[src/rtl/acc_exec_unit_pkg.sv]
// Shared encodings for the accumulator execution unit: opcodes, FSM states
// and the ALU strobe bundle.
package acc_exec_unit_pkg;

  typedef enum logic [2:0] {
    OP_NOP = 3'b000,
    OP_ADD = 3'b001,
    OP_SUB = 3'b010,
    OP_CMP = 3'b011,
    OP_AND = 3'b100,
    OP_OR  = 3'b101,
    OP_XOR = 3'b110,
    OP_LDA = 3'b111
  } opcode_t;

  typedef enum logic [1:0] {
    S_IDLE    = 2'd0,
    S_DRIVE   = 2'd1,
    S_CAPTURE = 2'd2,
    S_RETIRE  = 2'd3
  } state_t;

  typedef struct packed {
    logic add;
    logic sub;
    logic comp;
    logic andd;
    logic orr;
    logic xorr;
  } strobe_t;

endpackage

[src/rtl/acc_exec_unit_dec.sv]
// Opcode to one-hot ALU strobe decoder; all strobes stay low unless enabled.
module acc_exec_unit_dec
  import acc_exec_unit_pkg::*;
(
  input  logic    en,
  input  opcode_t op,
  output strobe_t strb
);

  always_comb begin
    strb = '0;
    if (en) begin
      case (op)
        OP_ADD:  strb.add  = 1'b1;
        OP_SUB:  strb.sub  = 1'b1;
        OP_CMP:  strb.comp = 1'b1;
        OP_AND:  strb.andd = 1'b1;
        OP_OR:   strb.orr  = 1'b1;
        OP_XOR:  strb.xorr = 1'b1;
        default: strb      = '0;
      endcase
    end
  end

endmodule

[src/rtl/acc_exec_unit.sv]
// Accumulator execution unit: sequences one instruction through an external
// ALU in four cycles and retires the result into acc and the zf/cf flags.
//
// state   | meaning
// IDLE    | op_ready high, waiting for op_valid
// DRIVE   | bus holds operand, one ALU strobe asserted
// CAPTURE | strobes low, ALU result settles on z; acc/flags load at exit
// RETIRE  | done pulse, back to IDLE next edge
module acc_exec_unit
  import acc_exec_unit_pkg::*;
(
  input  logic       clk,
  input  logic       rst,
  input  logic       op_valid,
  output logic       op_ready,
  input  logic [2:0] opcode,
  input  logic [7:0] operand,
  output logic [7:0] bus,
  output logic [7:0] acc,
  output logic       add,
  output logic       sub,
  output logic       comp,
  output logic       andd,
  output logic       orr,
  output logic       xorr,
  input  logic [7:0] z,
  output logic       done,
  output logic       zf,
  output logic       cf
);

  state_t  state, state_nxt;
  opcode_t op_q;
  strobe_t strb;
  logic    accept;
  logic    carry, borrow;
  logic [7:0] diff, res;
  logic    load_acc, upd_flags, cf_nxt;

  always_ff @(posedge clk or posedge rst) begin
    if (rst) state <= S_IDLE;
    else     state <= state_nxt;
  end

  always_comb begin
    state_nxt = state;
    op_ready  = 1'b0;
    done      = 1'b0;
    case (state)
      S_IDLE: begin
        op_ready = 1'b1;
        if (op_valid) state_nxt = S_DRIVE;
      end
      S_DRIVE:   state_nxt = S_CAPTURE;
      S_CAPTURE: state_nxt = S_RETIRE;
      S_RETIRE: begin
        done      = 1'b1;
        state_nxt = S_IDLE;
      end
      default:   state_nxt = S_IDLE;
    endcase
  end

  assign accept = op_valid & op_ready;

  acc_exec_unit_dec u_dec (
    .en   (state == S_DRIVE),
    .op   (op_q),
    .strb (strb)
  );

  assign add  = strb.add;
  assign sub  = strb.sub;
  assign comp = strb.comp;
  assign andd = strb.andd;
  assign orr  = strb.orr;
  assign xorr = strb.xorr;

  // bus holds the latched operand, so it doubles as the local copy for CMP/carry
  assign carry  = (9'(acc) + 9'(bus)) > 9'd255;
  assign borrow = acc < bus;
  assign diff   = acc - bus;

  always_comb begin
    res       = z;
    load_acc  = 1'b0;
    upd_flags = 1'b1;
    cf_nxt    = 1'b0;
    case (op_q)
      OP_ADD: begin
        load_acc = 1'b1;
        cf_nxt   = carry;
      end
      OP_SUB: begin
        load_acc = 1'b1;
        cf_nxt   = borrow;
      end
      OP_CMP: begin
        res    = diff;
        cf_nxt = borrow;
      end
      OP_AND, OP_OR, OP_XOR: load_acc = 1'b1;
      OP_LDA: begin
        res      = bus;
        load_acc = 1'b1;
      end
      default: upd_flags = 1'b0;
    endcase
  end

  always_ff @(posedge clk or posedge rst) begin
    if (rst) begin
      op_q <= OP_NOP;
      bus  <= 8'h00;
      acc  <= 8'h00;
      zf   <= 1'b0;
      cf   <= 1'b0;
    end else begin
      if (accept) begin
        op_q <= opcode_t'(opcode);
        bus  <= operand;
      end
      if (state == S_CAPTURE) begin
        if (load_acc) acc <= res;
        if (upd_flags) begin
          zf <= (res == 8'h00);
          cf <= cf_nxt;
        end
      end
    end
  end

endmodule
[config.mk]
export PLATFORM = sky130hd
export DESIGN_NAME = acc_exec_unit
export DESIGN_NICKNAME = d
export VERILOG_FILES = /design/src/rtl/acc_exec_unit_pkg.sv /design/src/rtl/acc_exec_unit_dec.sv /design/src/rtl/acc_exec_unit.sv
export SDC_FILE = /design/constraint.sdc
export NUM_CORES = 1
export LEC_CHECK = 0
export CORE_ASPECT_RATIO = 0.5
export CORE_MARGIN = 5
export CORE_UTILIZATION = 35
export DETAILED_ROUTE_END_ITERATION = 7
export SLEW_MARGIN = 20
export SYNTH_ARGS = -nofsm -noshare
export SYNTH_HDL_FRONTEND = slang
export SYNTH_HIERARCHICAL = 1
export SYNTH_SLANG_ARGS = --single-unit
[constraint.sdc]
create_clock -name clk -period 3.09 [get_ports clk]
set_clock_uncertainty 0.1 [all_clocks]
set_input_delay 0.618 -clock clk [delete_from_list [all_inputs] [get_ports clk]]
set_output_delay 0.618 -clock clk [all_outputs]
set_load 0.02 [all_outputs]
### After elaboration in Yosys (flattened, before gate mapping)

Index checks and enable logic that the tools add are counted.

* output and inout port bits: 26
* flip-flop bits (word level): 23
* bits of input ports: 22
* word-level logic and storage cells: 44

* add/sub/neg operators: 2
* $lt $le $gt $ge: 2
* mux-type cells: 15
* eq/ne operators: 11
* reductions and logical operators: 7
* bitwise operators: 1

Operator list (count)
* $pmux 8 s2: 1
* $eq 3x3->1 const B: 4
* $mux 1: 10
* $add 8x8->9: 1
* $gt 9x8->1 const B: 1
* $logic_not 8->1: 1
* $lt 8x8->1: 1
* $pmux 2 s4: 1
* $sub 8x8->8: 1
* $reduce_or 7->1: 1
* $eq 3x2->1 const B: 2
* $mux 6: 1
* $reduce_or 6->1: 1
* $eq 2x2->1 const B: 2
* $reduce_and 2->1: 2
* $eq 3x1->1 const B: 1
* $eq 2x1->1 const B: 1
* $logic_not 2->1: 1
* $mux 2: 1
* $ne 2x2->1 const B: 1
* $pmux 1 s2: 1
* $reduce_or 2->1: 1
* $and 1x1->1: 1

### Logic depth before layout (Yosys ltp)

* word-level depth: 4
* gate-level depth with buffers: 10
* gate-level depth less buffers: 10

### By module

Netlist, hierarchy kept.

Modules (own cells, without submodules)
* acc_exec_unit: area an instance 1687.9 sq um, cells an instance 172, seq. area each 575.6 sq um, instances 1
* acc_exec_unit_dec: area an instance 71.3 sq um, cells an instance 6, seq. area each 0.0 sq um, instances 1

### Least setup slack after synthesis

No wires, ideal clock.

* path type: reg2reg
* from: reg bus[0]
* to: reg zf
* library setup time: 0.123 ns
* required time: 2.867 ns
* clock period less this slack: 2.387 ns
* buffers on the path: 0
* cell stages (with the launch flop): 10
* path slack: 0.703 ns
* arrival time: 2.164 ns
* cells stage by stage: dfrtp_1 ha_1 inv_1 fa_1 a211oi_2 o21ai_1 and3_1 o31a_1 o211ai_1 o31ai_2

* longest elaborated chain between the ends: 3

Ends and longest elaborated chain
* from (decl): line acc_exec_unit.sv:18 `output logic [7:0] bus,`
* from (signal assigned): line acc_exec_unit.sv:121 `bus <= operand;`
* $sub 8x8->8: line acc_exec_unit.sv:82 `assign diff = acc - bus;`
* $pmux 8 s2 *: line acc_exec_unit.sv:89 `case (op_q)`
* $logic_not 8->1 *: line acc_exec_unit.sv:126 `zf <= (res == 8'h00);`
* to (signal assigned): line acc_exec_unit.sv:126
* to (decl): line acc_exec_unit.sv:28 `output logic zf,`

Every way passes the cells marked *; elsewhere a longest branch is shown, timed or not.
A chain may end at the register's enable or synchronous reset.

### Worst setup path after layout

* from: reg state[1]
* to: out add

* longest elaborated chain between the ends: 2

Ends and longest elaborated chain
* from (decl): line acc_exec_unit.sv:32 `state_t state, state_nxt;`
* from (signal assigned): line acc_exec_unit.sv:42 `else state <= state_nxt;`
* $eq 2x1->1: line acc_exec_unit.sv:67 `.en (state == S_DRIVE),`
* $mux 6: line acc_exec_unit_dec.sv:12 `if (en) begin`
* to (decl): line acc_exec_unit.sv:20 `output logic add,`

No other way between the ends.

==> impl_metrics.json <==
{
  "p_leak_nw": 1.028,
  "ys_types": 45,
  "syn2layout_area_growth_pct": 34.50,
  "pwr_density_cell_nw_per_um2": 1167,
  "ys_warn_count": 6,
  "vias": 1478,
  "postCtsSetupBuffers": 0,
  "switching_share_pct": 48.03,
  "synth_edf_count": 0,
  "dieHeight_um": 60.13,
  "drt-total-wl_um": 4417,
  "grt_max_degree": 24,
  "cts_made_buffers": 3,
  "routed_via_density": 4.960,
  "cts-root-buf": "clkbuf_8",
  "cp-start-kind": "register",
  "drive_gt1_share_pct": 14.91,
  "hold_violations": 0,
  "p_comb_share_pct": 69.1,
  "tns_ns": 0,
  "cp_slowest_cell": "clkdlybuf4s50_1",
  "nets": 273,
  "synth_fp_nets": 222,
  "portBuffers": 47,
  "cts_num_sinks": 23,
  "seq_power_share_pct": 23.9,
  "rsz0062_at_grt": "false",
  "hold-worst-slack_ns": 0.4126,
  "clockPowerShare_pct": 6.9,
  "syn_inst": 178,
  "ctsHoldBuffers": 0,
  "path_class": "register to output port",
  "drt_pass1_iterations": 4,
  "boundaryPins": 48,
  "grt_pass1_wl_um": 7134,
  "tightest_slew_ns": 0.5717,
  "finalCriticalPeriod_ns": 2.605,
  "path_cells": "inv_1 -> ha_1 -> and4bb_1 -> clkdlybuf4s50_1",
  "detail-route-antenna-nets": 0,
  "status": "complete, no violations",
  "cpPeakStageDelay_ns": 0.62,
  "overflow": 0,
  "r2r_slack_ns": 0.58,
  "p_total_mw": 2.761,
  "clock_tree.buffer_depth": 2,
  "grtUsageTotal_pct": 13.88,
  "dp_hpwl_um": 3447,
  "grt_pass1_vias": 1457,
  "first_iter_violations": 43,
  "synth_area_per_cell_um2": 9.883,
  "die_width_um": 110.3,
  "drc": 0,
  "synthesis.area_um2": 1759,
  "cts_tree": "built",
  "slew_headroom_pct": 61.79,
  "p_int_mw": 1.435,
  "coreArea_um2": 4887,
  "dieArea_um2": 6630,
  "period_share_pct": 84.31,
  "crit_fanout": 6,
  "setup_viol": 0,
  "clk_latency_ns": 0.27,
  "diodes": 0,
  "synth-seq-area-share_pct": 32.72,
  "final_util_pct": 48.41,
  "report.final.slew_viol_count": 0,
  "ys_ff_latch": 23,
  "antenna_found_initial": 0,
  "drv_cap": 0,
  "clk_pin_slew_ns": 0.09,
  "start_util_pct": 36.00,
  "place_congestion": 0.8269,
  "ctsResizeCount": 0,
  "placementRows": 18,
  "p_sw_mw": 1.326,
  "h-tree-depth": 1,
  "wire_per_inst_um": 14.82,
  "end_kind": "output port",
  "cp.required_ns": 2.37,
  "fillers": 473,
  "max_freq_mhz": 383.9,
  "synth_flop_cell": "dfrtp_1",
  "async_flop_share_pct": 100.0,
  "cp.arrival_ns": 1.89,
  "hp-class": "register to register",
  "vdd_drop_max_mv": 0.4631
}
## placed cells by master (no fill, tap or decap), types with 3 or more instances in the layout
| cell | instances |
|---|---|
| clkdlybuf4s50_1 | 47 |
| nand2_1 | 9 |
| a21oi_1 | 10 |
| o21a_1 | 3 |
| and4b_2 | 3 |
| ha_1 | 19 |
| inv_1 | 19 |
| mux2i_1 | 3 |
| o21ai_0 | 9 |
| nor3_1 | 7 |
| buf_4 | 3 |
| nor2_1 | 12 |
| dfrtp_1 | 23 |
| nand3_1 | 3 |
| o21bai_1 | 3 |
| fa_1 | 3 |
| clkbuf_8 | 3 |
| mux2_2 | 15 |
## Yosys cell counts (all sizes together), types with 2 or more instances
| library cell | number | area, um2 |
|---|---|---|
| dfrtp | 23 | 575.6 |
| ha | 19 | 237.7 |
| inv | 19 | 71.32 |
| mux2 | 15 | 168.9 |
| nor2 | 12 | 45.04 |
| o21ai | 11 | 55.05 |
| a21oi | 10 | 50.05 |
| nand2 | 10 | 40.04 |
| nor3 | 7 | 35.03 |
| o31ai | 4 | 48.79 |
| and4b | 3 | 33.78 |
| and4bb | 3 | 37.53 |
| fa | 3 | 60.06 |
| mux2i | 3 | 30.03 |
| nand3 | 3 | 15.01 |
| o21a | 3 | 22.52 |
| o21bai | 3 | 22.52 |
| a221oi | 2 | 23.77 |
| buf | 2 | 12.51 |
| clkbuf | 2 | 7.510 |
| nor2b | 2 | 12.51 |
| o211ai | 2 | 15.01 |
| xor2 | 2 | 17.52 |
## state kept, by name, summed over array words and instances (netlist names)
register,count
acc,8
bus,8
op_q,3
state,2
cf,1
zf,1
## stage by stage
stage	setup WS (ns)	area [um2]	instances
after floorplan	0.7026	1759	178
after global placement	0.6346	2320	294
after detailed placement	0.5933	2320	294
after CTS	0.4547	2366	298
after global routing	0.3791	2366	298
final	0.4850	2366	298
## worst max-delay path: cells and delay by family (launching register included)
kind | cells | cell delay (ns)
buffers and inverters | 2 | 0.73
DFF | 1 | 0.41
adders and majority gates | 1 | 0.26
and+or+nand+nor | 1 | 0.23
## logic make-up after synthesis
| group | share of synthesized area (%) |
|---|---|
| simple gates | 14.72 |
| compound gates | 17.64 |
| buf+inv | 5.192 |
| flops | 32.72 |
| fa+ha+maj | 16.93 |
| mux | 11.31 |
| xor+xnor | 1.494 |
## power groups by stage
| stage | Sequential, mW | Combinational (mW) | Clock [mW] |
|---|---|---|---|
| CTS | 0.661 | 1.92 | 0.201 |
| floorplan | 0.755 | 1.20 | 0 |
| detailed placement | 0.669 | 1.90 | 0 |
| global route | 0.695 | 2.10 | 0.212 |
| finish | 0.661 | 1.91 | 0.192 |
| global placement | 0.654 | 1.88 | 0 |
## worst paths after layout
| path | from | endpoint | cells past startpoint |
|---|---|---|---|
| setup / recovery | state[1] | add | 4 |
| hold / removal | zf | zf | 2 |
| setup reg to reg | acc[0] | zf | 9 |
| hold reg to reg | zf | zf | 2 |
| max in group asynchronous | rst | acc[3] | 3 |
| min in group asynchronous | rst | acc[7] | 3 |
## cell type report
cell class | instances | area (um2) | area share, %
tap | 70 | 87.58 | 3.702
inverter | 19 | 71.32 | 3.014
sequential | 23 | 575.6 | 24.33
clock buffer | 3 | 41.29 | 1.745
multi-input combinational | 132 | 1092 | 46.17
timing repair buffer | 50 | 493.0 | 20.84
clock inverter | 1 | 5.005 | 0.2115
## per-layer routing
metal	vias up	global-route usage (%)	routed length, um	part of all wire, %
met5	-	0	0	0
met4	0	2.807	31	0.70
met3	4	3.452	187	4.2
met2	38	22.33	2033	46
met1	705	19.04	2163	49
li1	731	-	-	-
Power figures use the tool's default switching activity.
